--- src/rtl/fetch_pc_unit_if.sv ---
// fetch_pc_unit_if: instruction-memory read bus between the fetch stage and
// a synchronous instruction memory.
//   imem_en    : read enable (fetch -> memory)
//   imem_addr  : byte read address, registered by the memory (fetch -> memory)
//   imem_rdata : data for the address registered at the previous edge
//                (memory -> fetch)
interface fetch_pc_unit_if #(
  parameter int PC_W  = 9,
  parameter int INS_W = 32
);
  logic             imem_en;
  logic [PC_W-1:0]  imem_addr;
  logic [INS_W-1:0] imem_rdata;

  modport master (output imem_en, output imem_addr, input  imem_rdata);
  modport slave  (input  imem_en, input  imem_addr, output imem_rdata);
endinterface

--- src/rtl/fetch_pc_unit.sv ---
// fetch_pc_unit: IF stage of the 5-stage RV32I pipeline. Owns the PC, drives
// the synchronous instruction memory, loads the IF/ID register, and keeps
// fetch / redirect statistics.
// Ports:
//   clk, reset        : clock; synchronous active-low reset
//   i_Stall           : load-use stall from hazard unit (hold PC and IF/ID)
//   i_PcSel, i_BrPC   : redirect request / target from the EX branch unit
//   imem              : instruction memory bus (master side)
//   o_IfId_PC/Inst/Valid : IF/ID pipeline register
//   o_Flush           : squash the ID/EX load this cycle
//   o_Misalign        : sticky, set when a redirect target has BrPC[1:0]!=0
//   o_FetchCnt        : saturating count of valid IF/ID loads
//   o_RedirCnt        : saturating count of accepted redirects
module fetch_pc_unit #(
  parameter int               PC_W  = 9,
  parameter int               INS_W = 32,
  parameter logic [INS_W-1:0] NOP   = 32'h00000013
) (
  input  logic               clk,
  input  logic               reset,
  input  logic               i_Stall,
  input  logic               i_PcSel,
  input  logic [31:0]        i_BrPC,
  fetch_pc_unit_if.master    imem,
  output logic [PC_W-1:0]    o_IfId_PC,
  output logic [INS_W-1:0]   o_IfId_Inst,
  output logic               o_IfId_Valid,
  output logic               o_Flush,
  output logic               o_Misalign,
  output logic [15:0]        o_FetchCnt,
  output logic [15:0]        o_RedirCnt
);
  localparam logic [0:0] BOOT = 1'b0;
  localparam logic [0:0] RUN  = 1'b1;

  typedef struct packed {
    logic [PC_W-1:0]  pc;
    logic [INS_W-1:0] inst;
    logic             vld;
  } ifid_t;

  localparam ifid_t BUBBLE = '{pc: '0, inst: NOP, vld: 1'b0};

  logic [0:0]      r_state;
  logic [PC_W-1:0] r_pc;       // address whose data is on imem_rdata now
  ifid_t           r_ifid;
  logic            r_misalign;
  logic [15:0]     r_fetch_cnt;
  logic [15:0]     r_redir_cnt;

  logic [PC_W-1:0] w_next_pc;
  logic            w_en;
  logic            w_flush;
  logic            w_bubble;
  logic            w_fetch;
  logic            w_redir;

  // Target bits above the PC width are dropped on purpose.
  logic w_unused_brpc_hi;
  assign w_unused_brpc_hi = &{1'b0, i_BrPC[31:PC_W]};

  // Redirect beats stall; BOOT ignores both and primes address 0.
  always_comb begin
    w_next_pc = r_pc;
    w_en      = 1'b0;
    w_flush   = 1'b0;
    w_bubble  = 1'b0;
    w_fetch   = 1'b0;
    w_redir   = 1'b0;
    if (!reset) begin
      w_next_pc = '0;
    end else if (r_state == BOOT) begin
      w_en      = 1'b1;
      w_next_pc = '0;
      w_bubble  = 1'b1;
    end else begin
      w_en = 1'b1;
      if (i_PcSel) begin
        w_next_pc = {i_BrPC[PC_W-1:2], 2'b00};
        w_flush   = 1'b1;
        w_bubble  = 1'b1;
        w_redir   = 1'b1;
      end else if (i_Stall) begin
        w_next_pc = r_pc;           // memory re-reads the same word
      end else begin
        w_fetch   = 1'b1;
        w_next_pc = r_pc + PC_W'(4); // wraps modulo 2^PC_W
      end
    end
  end

  always_ff @(posedge clk) begin
    if (!reset) begin
      r_state     <= BOOT;
      r_pc        <= '0;
      r_ifid      <= BUBBLE;
      r_misalign  <= 1'b0;
      r_fetch_cnt <= '0;
      r_redir_cnt <= '0;
    end else begin
      r_state <= RUN;
      r_pc    <= w_next_pc;
      if (w_bubble)
        r_ifid <= BUBBLE;
      else if (w_fetch)
        r_ifid <= '{pc: r_pc, inst: imem.imem_rdata, vld: 1'b1};
      if (w_fetch && r_fetch_cnt != 16'hFFFF)
        r_fetch_cnt <= r_fetch_cnt + 16'd1;
      if (w_redir && r_redir_cnt != 16'hFFFF)
        r_redir_cnt <= r_redir_cnt + 16'd1;
      if (w_redir && |i_BrPC[1:0])
        r_misalign <= 1'b1;
    end
  end

  assign imem.imem_en   = w_en;
  assign imem.imem_addr = w_next_pc;
  assign o_IfId_PC      = r_ifid.pc;
  assign o_IfId_Inst    = r_ifid.inst;
  assign o_IfId_Valid   = r_ifid.vld;
  assign o_Flush        = w_flush;
  assign o_Misalign     = r_misalign;
  assign o_FetchCnt     = r_fetch_cnt;
  assign o_RedirCnt     = r_redir_cnt;
endmodule

--- src/flat_wrapper.sv ---
// flat-port wrapper written by rule: the top's interface ports become plain ports
module fetch_pc_unit_flat 
#(
  parameter int               PC_W  = 9,
  parameter int               INS_W = 32,
  parameter logic [INS_W-1:0] NOP   = 32'h00000013
)
  (clk, reset, i_Stall, i_PcSel, i_BrPC, o_IfId_PC, o_IfId_Inst, o_IfId_Valid, o_Flush, o_Misalign, o_FetchCnt, o_RedirCnt, imem_imem_en, imem_imem_addr, imem_imem_rdata);
  fetch_pc_unit_if #(.PC_W(PC_W), .INS_W(INS_W)) imem_i ();
  input  logic clk;
  input  logic reset;
  input  logic i_Stall;
  input  logic i_PcSel;
  input  logic [31:0] i_BrPC;
  output logic [PC_W-1:0] o_IfId_PC;
  output logic [INS_W-1:0] o_IfId_Inst;
  output logic o_IfId_Valid;
  output logic o_Flush;
  output logic o_Misalign;
  output logic [15:0] o_FetchCnt;
  output logic [15:0] o_RedirCnt;
  output wire logic [$bits(imem_i.imem_en)-1:0] imem_imem_en;
  output wire logic [$bits(imem_i.imem_addr)-1:0] imem_imem_addr;
  input wire logic [$bits(imem_i.imem_rdata)-1:0] imem_imem_rdata;
  assign imem_imem_en = imem_i.imem_en;
  assign imem_imem_addr = imem_i.imem_addr;
  assign imem_i.imem_rdata = imem_imem_rdata;
  fetch_pc_unit #(.PC_W(PC_W), .INS_W(INS_W), .NOP(NOP)) u_core (.clk(clk), .reset(reset), .i_Stall(i_Stall), .i_PcSel(i_PcSel), .i_BrPC(i_BrPC), .imem(imem_i), .o_IfId_PC(o_IfId_PC), .o_IfId_Inst(o_IfId_Inst), .o_IfId_Valid(o_IfId_Valid), .o_Flush(o_Flush), .o_Misalign(o_Misalign), .o_FetchCnt(o_FetchCnt), .o_RedirCnt(o_RedirCnt));
endmodule
--- config.mk ---
export PLATFORM = sky130hd
export DESIGN_NAME = fetch_pc_unit_flat
export DESIGN_NICKNAME = d
export VERILOG_FILES = /design/src/rtl/fetch_pc_unit_if.sv /design/src/rtl/fetch_pc_unit.sv /design/src/flat_wrapper.sv
export SDC_FILE = /design/constraint.sdc
export NUM_CORES = 1
export LEC_CHECK = 0
export ABC_AREA = 1
export ABC_CLOCK_PERIOD_IN_PS = 4300
export CORE_MARGIN = 2
export CORE_UTILIZATION = 48
export CTS_CLUSTER_DIAMETER = 60
export CTS_CLUSTER_SIZE = 30
export DETAILED_ROUTE_END_ITERATION = 12
export PLACE_DENSITY = 0.95
export SYNTH_ARGS = -nofsm -noshare
export SYNTH_HDL_FRONTEND = slang
export SYNTH_SLANG_ARGS = --single-unit
--- constraint.sdc ---
create_clock -name clk -period 4.3 [get_ports clk]
set_clock_uncertainty 0.05 [all_clocks]
set_input_delay 0.645 -clock clk [delete_from_list [all_inputs] [get_ports clk]]
set_output_delay 0.645 -clock clk [all_outputs]
set_load 0.03 [all_outputs]
After elaboration in Yosys (flattened, before gate mapping)
Index checks and enable logic that the tools add are counted.
{ "classes": {"addsub": 3, "mul": 0, "div": 0, "magnitude_cmp": 0, "eq_ne": 2, "n_shift": 0, "mux": 14, "bitwise": 1, "n_reduce_logical": 5} }
{ "op_table": {"columns": ["operator", "n"], "rows": [
  ["$mux W9", 4],
  ["$add A16 B1 Y16 const B", 2],
  ["$ne A16 B16 Y1 const B", 2],
  ["$mux W1", 10],
  ["$add A9 B3 Y9 const B", 1],
  ["$reduce_or A2 Y1", 2],
  ["$logic_and A1 B1 Y1", 3],
  ["$not A1 Y1", 1]
]} }
{ "totals": {"regBits": 85, "latch_bits": 0, "mem_bits_rw": 0, "rom_bits": 0, "in_bits": 68, "output_inout_bits": 86, "word_cells": 33, "mem_count": 0} }

Depth between registers and ports, before layout
{ "depth": {"word_depth": 5, "depth_mapped": 9, "ltp_nobuf": 9} }

Worst setup path after synthesis
No wires, ideal clock.
{ "synth_path": {"path_kind": "input-to-output", "start": "in i_PcSel", "end": "out imem_imem_addr[2]", "arrival_ps": 1896, "t_required_ps": 3605, "path_slack_ps": 1709, "cell_stages": 4, "n_path_buf": 1, "path_cell_list": "inv_1 -> nand3_4 -> buf_1 -> o31ai_1"} }
{ "synth_between": {"elab_chain_cells": 3} }
{ "synth_rtl": {"columns": ["element", "line", "source"], "rows": [
  ["start, declared", "flat_wrapper.sv:13", "input logic i_PcSel;"],
  ["$mux W9", "fetch_pc_unit.sv:78", "if (i_PcSel) begin"],
  ["$mux W9", "fetch_pc_unit.sv:72", "end else if (r_state == BOOT) begin"],
  ["$mux W9", "fetch_pc_unit.sv:70", "if (!reset) begin"],
  ["end, declared", "flat_wrapper.sv:23", "output wire logic [$bits(imem_i.imem_addr)-1:0] imem_imem_addr;"]
]} }
Every way passes these cells.

Worst setup path in the final report
{ "layout_path": {"start": "in reset", "end": "out imem_imem_addr[5]"} }
{ "layout_between": {"elab_chain_cells": 1} }
{ "layout_rtl": {"columns": ["element", "line", "source"], "rows": [
  ["start, declared", "flat_wrapper.sv:11", "input logic reset;"],
  ["$mux W9", "fetch_pc_unit.sv:70", null]
]} }
Every way passes these cells.

==> impl_metrics.tcl <==
set metrics [dict create \
    start_util_pct 49.7 \
    grt_pass1_vias 3798 \
    path_delay_family "buffers and inverters" \
    cts_buffers 9 \
    slew_viol_final 0 \
    syn_nets 683 \
    switching_power_uw 411 \
    grt.total_usage_pct 22.3 \
    fp-row-count 33 \
    first_iter_violations 224 \
    syn_inst 612 \
    muxShareOfSynthArea_pct 0 \
    tns_ns 0 \
    power_switching_share_pct 27.3 \
    seqPwrFrac_pct 53.5 \
    period_needed_ns 3.52 \
    antenna_found_initial 0 \
    synth_ff_type "dfxtp_1" \
    critical-path-slowest-cell "clkdlybuf4s50_1" \
    crit_buf_inv 3 \
    fp.coreArea_sq_um 8260 \
    finish.utilization_pct 68.3 \
    vias 4145 \
    crit_chain "clkdlybuf4s50_1 -> nand3_4 -> inv_1 -> nand2_1 -> o21ai_0 -> clkdlybuf4s50_1" \
    clock_latency_ns 0.34 \
    synth_compound_area_share_pct 10.9 \
    combPwrFrac_pct 10.1 \
    totalWireLength_um 10500 \
    hold_buffers 0 \
    cts.clk_slew.worst_paths_ns 0.09 \
    synth-async-reset-ratio_pct 0 \
    worstHoldStart "u_core.o_Misalign" \
    ys_warn_count 0 \
    pre_cts_slack_ns 0.760 \
    rsz0062_at_grt "false" \
    worstHoldPathType "register to register" \
    vias_per_cell 4.89 \
    hold_viol_final 0 \
    drive_gt1_share_pct 7.14 \
    cp_num_cells 6 \
    diodes 0 \
    worstReg2RegStart "u_core.o_RedirCnt[0]" \
    outcome "completed" \
    cts.sinks 85 \
    p_int_uw 1090 \
    clock_power_share_pct 36.4 \
    power_density_nw_per_um2 267 \
    end_kind "primary output" \
    cp.required_ns 3.61 \
    worst_setup_path_start_kind "input pin" \
    syn_area_sq_um 4100 \
    clock_path_buffers 2 \
    ant_nets 0 \
    r2r_slack_ns 2.30 \
    wire_per_inst_um 12.3 \
    cts_tree "built" \
    final_nets 808 \
    die_y_um 96.4 \
    vdd_ir_drop_max_v 0.000169 \
    grt_overflow_total 0 \
    die_w_um 96.4 \
    first_pass_iters 5 \
    crit_top_cell "clkdlybuf4s50_1" \
    finalCritPeriodShare_pct 81.9 \
    synth.distinct_cells 28 \
    dp_hpwl_um 7700 \
    synth_top_family_by_area "simple AND/OR/NAND/NOR gates" \
    drc 0 \
    crit_type "input pin to primary output" \
    fill_cells 697 \
    synth-simple-area-share_pct 34.3 \
    avgSynthCellArea_sq_um 6.70 \
    setup_viol 0 \
    cp_max_fo 19 \
    yosysSeqAreaShare_pct 41.5 \
    ios 154 \
    yosys.area_share.xor_xnor_pct 2.78 \
    cts_setup_buffers 0 \
    holdPathEnd "u_core.o_Misalign" \
    fin_hold_ws_ns 0.395 \
    grt_pass1_wl_um 16500 \
    max_cap_violations 0 \
    cts_resized 0 \
    port_buffers 130 \
    synth_edf_count 0 \
    gp_congestion 0.902 \
    max_freq_mhz 284 \
    tightest_slew_ns 0.578 \
    reg2reg_to "u_core.o_RedirCnt[6]" \
    clock-root-buffer "clkbuf_8" \
    ys_ff_latch 85 \
    p_leak_uw 0.00241 \
    dieArea_sq_um 9300 \
    arrival_ns 2.82 \
    relSlewSlack_pct 61.4 \
    syn_to_final_growth_pct 37.5 \
    yosys.area_share.adder_pct 0.915 \
    seq_area_sq_um 1700 \
    grt_max_degree 33 \
    slowest_delay_ns 0.70 \
    setup_ws_ns 0.780 \
    multi_input_area_sq_um 2000 \
    r2r_cells 8 \
    hold_depth 2 \
    htree_levels 3 \
]
==> synth_stat cells, types with 6 or more instances <==
| cell | number | area (sq um) |
|---|---|---|
| nand3_1 | 18 | 90.1 |
| nand4_1 | 9 | 56.3 |
| xnor2_1 | 8 | 70.1 |
| a21oi_1 | 19 | 95.1 |
| dfxtp_1 | 85 | 1700 |
| nor2_1 | 78 | 293 |
| inv_1 | 67 | 251 |
| o31ai_1 | 6 | 45.0 |
| o21ai_0 | 35 | 175 |
| clkbuf_1 | 9 | 33.8 |
| a21oi_2 | 10 | 87.6 |
| nand2_1 | 225 | 845 |
==> placed cells by master, fill, tap and decap left out, types with 6 or more instances in the layout <==
| master | instances |
|---|---|
| a21oi_1 | 19 |
| a21oi_2 | 10 |
| o21ai_0 | 35 |
| dfxtp_1 | 85 |
| nand2_1 | 225 |
| buf_4 | 6 |
| nor2_1 | 78 |
| clkbuf_8 | 9 |
| clkdlybuf4s50_1 | 129 |
| xnor2_1 | 8 |
| nand4_1 | 9 |
| nand3_1 | 18 |
| o31ai_1 | 6 |
| inv_1 | 67 |
==> power by group through the flow <==
stage / sequential (uW) / combinational, uW / clock (uW)
after floorplan: 835 / 66.8 / 0
after global placement: 821 / 149 / 0
after detailed placement: 822 / 152 / 0
after CTS: 804 / 153 / 562
after global routing: 805 / 167 / 588
final: 804 / 152 / 548
==> flip-flops by register name (all words and copies together), names as in the netlist <==
signal,cells
u_core.r_pc,9
u_core.o_Misalign,1
u_core.r_state,1
u_core.o_IfId_PC,9
u_core.o_FetchCnt,16
u_core.o_IfId_Inst,32
u_core.o_IfId_Valid,1
u_core.o_RedirCnt,16
==> worst register-to-register path: stages, from the launching register on <==
cell	delay, ns
dfxtp_1	0.42
ha_1	0.27
nand3_1	0.14
inv_1	0.11
nand2_2	0.08
o21ai_4	0.40
inv_2	0.22
nand2_1	0.11
a21oi_1	0.07
==> worst max-delay path by stage <==
stage	endpoint	startpoint	slack, ns
finish	imem_imem_addr[5]	reset	0.78
global route	imem_imem_addr[5]	reset	0.62
CTS	imem_imem_addr[5]	reset	0.75
detailed placement	imem_imem_addr[5]	reset	0.76
global placement	imem_imem_addr[5]	reset	0.80
floorplan	imem_imem_addr[2]	i_PcSel	1.71
==> final cells by class <==
type                            instances  area share [%]
Multi-Input combinational cell        433            35.5
Inverter                               72            4.79
Clock inverter                          7            1.20
Clock buffer                            9            2.20
Tap cell                              105            2.33
Timing Repair Buffer                  136            23.8
Sequential cell                        85            30.2
==> cells by family (layout without fill, tap and decap cells) <==
| logic type | Yosys count | count (layout) |
|---|---|---|
| simple gates | 343 | 343 |
| fa+ha+maj | 3 | 3 |
| flops | 85 | 85 |
| buf+inv | 94 | 224 |
| xor+xnor | 13 | 13 |
| compound gates | 74 | 74 |
==> stage by stage <==
stage | cell area (sq um) | power, uW | instances
floorplan | 4100 | 901 | 612
global placement | 5450 | 971 | 831
detailed placement | 5450 | 974 | 831
CTS | 5640 | 1520 | 847
global route | 5640 | 1560 | 847
finish | 5640 | 1500 | 847
==> per-layer routing <==
| layer | share of wire, % | vias up | GRT usage [%] |
|---|---|---|---|
| li1 | - | 2131 | - |
| met1 | 41 | 1862 | 25.8 |
| met2 | 50 | 137 | 39.4 |
| met3 | 7.3 | 15 | 5.51 |
| met4 | 1.5 | 0 | 9.04 |
| met5 | 0 | - | 0 |
(Power assumes the default switching activity.)
